## src/rtl/rom_port_arb.sv

```systemverilog
// Arbitrates a single ROM/frame-memory port between the video scanner (absolute
// priority) and a pixel update writer, with blanking-only write mode and status.
module rom_port_arb #(
  parameter logic [16:0] ADDR_MAX = 17'd76799,
  parameter int          DW       = 16
) (
  input  logic          clk,
  input  logic          rst,
  input  logic          vid_de,
  input  logic          vid_vs,
  input  logic [16:0]   vid_addr,
  input  logic          wr_mode,
  input  logic          wr_req,
  input  logic [16:0]   wr_addr,
  input  logic [DW-1:0] wr_data,
  output logic          wr_ack,
  output logic          wr_err,
  input  logic          stat_clr,
  output logic [15:0]   blk_cnt,
  output logic [16:0]   mem_addr,
  output logic          mem_we,
  output logic [DW-1:0] mem_wdata,
  input  logic [DW-1:0] mem_rdata,
  output logic [DW-1:0] vid_data,
  output logic          vid_valid
);

  typedef enum logic [1:0] {IDLE, VID, WR} state_t;

  state_t     state;
  state_t     state_nxt;
  logic       window;
  logic       addr_ok;
  logic       vs_d;
  logic       blank;
  logic [1:0] de_pipe;

  assign window  = !wr_mode || blank;
  assign addr_ok = (wr_addr <= ADDR_MAX);

  // A cycle in WR is the ack cycle, so a still-high wr_req is not re-granted there.
  always_comb begin
    state_nxt = IDLE;
    if (vid_de)
      state_nxt = VID;
    else if (wr_req && window && (state != WR))
      state_nxt = WR;
  end

  always_ff @(posedge clk or negedge rst) begin
    if (!rst) begin
      state     <= IDLE;
      mem_addr  <= '0;
      mem_we    <= 1'b0;
      mem_wdata <= '0;
      wr_ack    <= 1'b0;
      wr_err    <= 1'b0;
    end else begin
      state  <= state_nxt;
      mem_we <= 1'b0;
      wr_ack <= 1'b0;
      case (state_nxt)
        VID: mem_addr <= vid_addr;
        WR: begin
          wr_ack <= 1'b1;
          if (addr_ok) begin
            mem_we    <= 1'b1;
            mem_addr  <= wr_addr;
            mem_wdata <= wr_data;
          end
        end
        default: ;
      endcase
      if (stat_clr)
        wr_err <= 1'b0;
      else if (state_nxt == WR && !addr_ok)
        wr_err <= 1'b1;
    end
  end

  always_ff @(posedge clk or negedge rst) begin
    if (!rst)
      blk_cnt <= '0;
    else if (stat_clr)
      blk_cnt <= '0;
    else if (wr_req && vid_de && blk_cnt != 16'hFFFF)
      blk_cnt <= blk_cnt + 16'd1;
  end

  // Blanking lasts from just after the field sync edge until active video resumes.
  always_ff @(posedge clk or negedge rst) begin
    if (!rst) begin
      vs_d  <= 1'b0;
      blank <= 1'b0;
    end else begin
      vs_d <= vid_vs;
      if (vid_de)
        blank <= 1'b0;
      else if (vid_vs && !vs_d)
        blank <= 1'b1;
    end
  end

  always_ff @(posedge clk or negedge rst) begin
    if (!rst) begin
      de_pipe   <= '0;
      vid_valid <= 1'b0;
      vid_data  <= '0;
    end else begin
      de_pipe   <= {de_pipe[0], vid_de};
      vid_valid <= de_pipe[1];
      if (de_pipe[1])
        vid_data <= mem_rdata;
    end
  end

endmodule

```

## config.mk

```make
export PLATFORM = sky130hd
export DESIGN_NAME = rom_port_arb
export DESIGN_NICKNAME = d
export VERILOG_FILES = /design/src/rtl/rom_port_arb.sv
export SDC_FILE = /design/constraint.sdc
export NUM_CORES = 1
export LEC_CHECK = 0
export ABC_AREA = 1
export CELL_PAD_IN_SITES_DETAIL_PLACEMENT = 1
export CELL_PAD_IN_SITES_GLOBAL_PLACEMENT = 2
export CORE_MARGIN = 2
export CORE_UTILIZATION = 22
export CTS_BUF_LIST = sky130_fd_sc_hd__clkbuf_4
export CTS_CLUSTER_DIAMETER = 150
export DETAILED_ROUTE_END_ITERATION = 12
export GPL_TIMING_DRIVEN = 0
export PLACE_DENSITY = 0.79
export SETUP_SLACK_MARGIN = 0.05
export SLEW_MARGIN = 10
export SYNTH_ARGS = -nofsm -noshare
export SYNTH_HDL_FRONTEND = slang
export SYNTH_SLANG_ARGS = --single-unit
```

## constraint.sdc

```tcl
create_clock -name clk -period 1.5 [get_ports clk]
set_input_delay 0.3 -clock clk [delete_from_list [all_inputs] [get_ports clk]]
set_output_delay 0.3 -clock clk [all_outputs]
set_load 0.03 [all_outputs]
```

# Yosys cells after proc, flatten, opt, wreduce, memory -nomap -nowiden
# Index checks and enable logic that the tools add are counted.
# op_classes
n_addsub	1
magnitude_cmp	1
n_eq_ne	5
mux	13
n_reduce_logical	16
# op_table
cell	n
$pmux 17 s2	1
$mux 16	2
$le 17x17->1 const B	1
$mux 17	1
$add 16x1->16 const B	1
$ne 16x16->1 const B	1
$reduce_bool 2->1	4
$mux 1	7
$logic_and 1x1->1	6
$mux 2	2
$ne 2x2->1 const B	2
$reduce_and 2->1	2
$logic_not 1->1	3
$eq 2x1->1 const B	1
$eq 2x2->1 const B	1
$logic_or 1x1->1	1
# word_totals
ff_bits	75
input_bits	73
output_inout_bits	69
word_cells	48

# Longest topological paths before layout
# depth
word_depth	10
ltp_mapped	10
depth_no_buf	9

# Worst setup path before layout
# Ideal clock, no wire load.
# synth_timing
kind	register to register
start	register blk_cnt[0]
end	register blk_cnt[13]
setup_time_ps	66
t_arrival_ps	1682
t_required_ps	1434
slack_ps	-248
path_stages_with_launch	11
n_path_buf	1
synth_period_minus_slack_ps	1748
cell_sequence	dfrtp_1 > ha_1 > inv_2 > nor2_4 > nand2_2 > nor2_4 > nor2_4 > nor2_8 > buf_6 > nand2_1 > nand2_1
# synth_between
elab_chain_cells	3
word_cells_on_any_way	6
cone_classes	add/sub: 1; eq/ne: 1; mux: 2; reduce/logical: 2
# synth_rtl
item	line_no	text
from (decl)	19	output logic [15:0] blk_cnt,
from (signal assigned)	87	blk_cnt <= blk_cnt + 16'd1;
$add 16x1->16 / $ne 16x16->1 (equally long branches)	87, 86	
$mux 16 / $logic_and 1x1->1 (equally long branches)	86	else if (wr_req && vid_de && blk_cnt != 16'hFFFF)
$mux 16 / $reduce_bool 2->1 (equally long branches)	--	
# Several ways; a longest one is shown, not always the timed one. The select of a mux whose other input is x is not followed.
# A chain may end at the register's enable or synchronous reset.

# Worst setup path in the final report
# layout_timing
start	register blk_cnt[0]
end	register blk_cnt[10]
# The elaborated chain is that of the path after synthesis.

==> out/summary.md <==
The flow ran to the end, but the final reports show violations. The final reports fail on setup timing. Once layout is done, the placed cells without fillers occupy 5330 um2. Worst setup slack after layout: -47.4 ps. The area occupied by multi-input gates is 1540 um2. The area of the placeable core is 15,100 um2. In the final layout, the share of cells above drive strength 1 is 32.2%.

For this design, the sink count on the clock tree is 73. Counting every net in the synthesized netlist gives 480. The tools report the element type at the critical path start as a flop.

The number of antenna violations at the first check in global routing came out at 0. The later pin in the worst-skew pair is clocked with a latency of 440 ps. The highest clock rate is 646 MHz, and the number of diodes added for antenna fixing is 0.

In the global route stage, overall resource usage came out at 14.9%. The shortest clock period the worst path allows after layout is 1550 ps, and the arrival time of the worst setup path is 1890 ps. The number of max-slew violations in the final report came out at 0. In the final design database the tool counted 668 nets. The logs give 3 for the number of H-tree levels and 3410 um2 for the area of the mapped netlist. The number of buffers created by CTS was 9. The fraction of registers with async set or reset after synthesis was 100%; the pre-CTS worst setup slack was -807 ps. For the instance count of the mapped netlist, the log shows 406. Across the whole layout, storage elements account for 1840 um2. The tree is rooted in a sky130_fd_sc_hd__clkbuf_4.

Once the floorplan was initialized, standard cells occupied 22.5% of the core. The number of max-cap violations was 0; the sum of overflow across all layers after global routing was 0. After clock tree synthesis, the clock-pin slew on the worst setup and hold paths is 140 ps. The average wire length per cell after detail routing was 15.1 um. The path class of the tightest hold or removal check is in -> reg. After filler insertion, the fill cell instance count of the layout stands at 1,836. Setup repair after global routing could not meet its margin everywhere.

By count the netlist is led by 195 x sky130_fd_sc_hd__nand2_1, 73 x sky130_fd_sc_hd__dfrtp_1, 25 x sky130_fd_sc_hd__nand3_1, 18 x sky130_fd_sc_hd__inv_1, 17 x sky130_fd_sc_hd__nor2_1. The worst setup path is captured at a flop. By area the synthesized netlist is led by sky130_fd_sc_hd__dfrtp_1 54%, sky130_fd_sc_hd__nand2_1 21%, sky130_fd_sc_hd__mux2_2 5.3%. The category of the critical setup timing path is reg -> reg. On the final layout, the worst clock skew is 13.0 ps. The cell area power density is 891 nW/um2. The final routed wirelength across all metal layers came out at 11,900 um. The register bit total from synthesis works out to 73. The first detailed-routing pass took 4 iterations. The tools report the overall via count from detail_route as 3,388. The static leakage is 2.66 nW, and the number of warnings printed during yosys synthesis is 0. After synthesis, the netlist uses 26 different library cells.

Count of buffers from port buffering: 141. TritonCTS built the clock tree. The die is 128 um wide. The I/O pin total was 142. Once placement finished, the instance area stood at 5100 um2. The synthesized area per cell is 8.39 um2.

In the routed design, unresolved DRC markers number 0. Cell type contributing the most total cell area after synthesis: sky130_fd_sc_hd__dfrtp_1. The worst voltage drop across the vdd grid is 323 uV. Headroom to the max-slew limit came out at 71.1%.

First-pass GRT wire length: 19,200 um. The library cell with the highest instance count after synthesis was sky130_fd_sc_hd__nand2_1. The portion of synthesized cell area occupied by the leading cell type came out at 53.6%.

The count of endpoints failing setup in the final report was 13. At the end of the flow the core is filled with cells to 35.2%. The initialized floorplan defines 45 standard-cell rows. Flip-flop cell with the highest count after synthesis: sky130_fd_sc_hd__dfrtp_1. The logs give 1840 ps for the data required time at the worst endpoint and 53.6% for the sequential cell area fraction in the yosys report.

Detail-routed via count per cell: 4.30. The tools report the number of hold violations in the final report as 0. The remaining antenna violation count after routing is 0, and the highest net fanout along the worst path is 8.

For the pin with the worst max-slew slack, the measured transition is 433 ps. The clock passes through at most 2 buffers. The weighted congestion at the end of routability-driven global placement is 0.801, and the die height is 128 um. The die covers 16,500 um2. The count of flip-flops with a built-in enable after synthesis came out at 0. The half-perimeter wire length after detailed placement was 8480 um.

For the number of global-route vias before repair, the log shows 3,782. The share of the clock period used by the worst path was 103%; the number of violations reported at the end of detailed-routing iteration 0 was 114. Entering global routing, the biggest net connects 54 pins. The area overhead of the layout relative to synthesis is 56.5%.
## stage by stage
step | total power [W] | TNS (ps) | hold slack, ps | std cells
floorplan | 0.00304 | -320 | 4.41 | 406
global placement | 0.00380 | -227880 | 361 | 735
detailed placement | 0.00384 | -31850 | 239 | 736
CTS | 0.00485 | -708 | 179 | 773
global route | 0.00506 | -1570 | 210 | 787
finish | 0.00475 | -336 | 240 | 787
## report_power, final
part | switching [W] | internal (W) | total (W)
clock network | 0.000783 | 0.000333 | 0.00112
logic | 0.000841 | 0.000505 | 0.00135
registers | 0.000111 | 0.00218 | 0.00229
## final timing paths
kind | from | end | slack, ps | cells after the start
min | vid_de | de_pipe[0]$_DFF_PN0_ | 240 | 1
max reg2reg | blk_cnt[0]$_DFFE_PN0P_ | blk_cnt[10]$_DFFE_PN0P_ | -50 | 10
max in group asynchronous | rst | blk_cnt[4]$_DFFE_PN0P_ | 590 | 3
min in group asynchronous | rst | blk_cnt[12]$_DFFE_PN0P_ | 290 | 2
max | blk_cnt[0]$_DFFE_PN0P_ | blk_cnt[10]$_DFFE_PN0P_ | -50 | 10
min reg2reg | de_pipe[0]$_DFF_PN0_ | de_pipe[1]$_DFF_PN0_ | 390 | 0
## flip-flops by register name, summed over array words and instances, names as in the netlist
name / count
mem_addr: 17
blk_cnt: 16
mem_wdata: 16
vid_data: 16
de_pipe: 2
blank: 1
mem_we: 1
state: 1
vid_valid: 1
vs_d: 1
wr_err: 1
## critical path, stage by stage, from the launching register on
cell and delay (ps):
sky130_fd_sc_hd__dfrtp_2 470, sky130_fd_sc_hd__ha_4 180, sky130_fd_sc_hd__inv_4 60, sky130_fd_sc_hd__nor2_4 30, sky130_fd_sc_hd__nand2_2 90, sky130_fd_sc_hd__nor2_4 50
sky130_fd_sc_hd__nor2_4 200, sky130_fd_sc_hd__nor2_8 100, sky130_fd_sc_hd__buf_8 150, sky130_fd_sc_hd__nand2_2 60, sky130_fd_sc_hd__nand2_1 60
## cells in the final DEF (no fill, tap or decap), drive strengths merged
master	n
xor2	4
ha	1
nand2	197
nand3b	2
inv	21
dlygate4sd2	1
clkbuf	18
xnor2	2
o21ai	8
nand4	12
nor3	1
mux2	16
clkdlybuf4s50	70
o21bai	4
nor2	22
nand3	26
clkinv	5
dlygate4sd3	1
dfrtp	73
a21oi	2
clkinvlp	3
buf	110
## logic make-up after synthesis
group           after synthesis  share of synthesized area [%]
flops                        73                           53.6
mux                          16                           5.29
xor+xnor                      6                           1.54
fa+ha+maj                     1                          0.367
simple gates                260                           32.3
buf+inv                      36                           4.56
compound gates               14                           2.35
## area by class of cell
type | count | share of cell area (%)
Multi-Input combinational cell | 297 | 28.9
Tap cell | 188 | 4.41
Sequential cell | 73 | 34.6
Inverter | 22 | 1.74
Clock buffer | 9 | 1.27
Clock inverter | 7 | 0.892
Timing Repair Buffer | 178 | 26.3
Buffer | 13 | 1.88
## layer usage
layer  global-route usage [%]  wire, um  vias up
met3                     3.20       548       17
met4                     5.75       221        0
met2                     25.4      6060       90
li1                         -         -     1657
met1                     18.3      5050     1624
met5                        0         0        -
## timing repair
item,4_1_cts,5_1_grt
resized for setup,367,45
hold buffers,1,0
hold endpoints to repair,20,0
setup buffers,20,14
gates cloned,0,1
pin swaps,9,12
endpoints found under the setup margin,130,55
(Power assumes the default switching activity.)
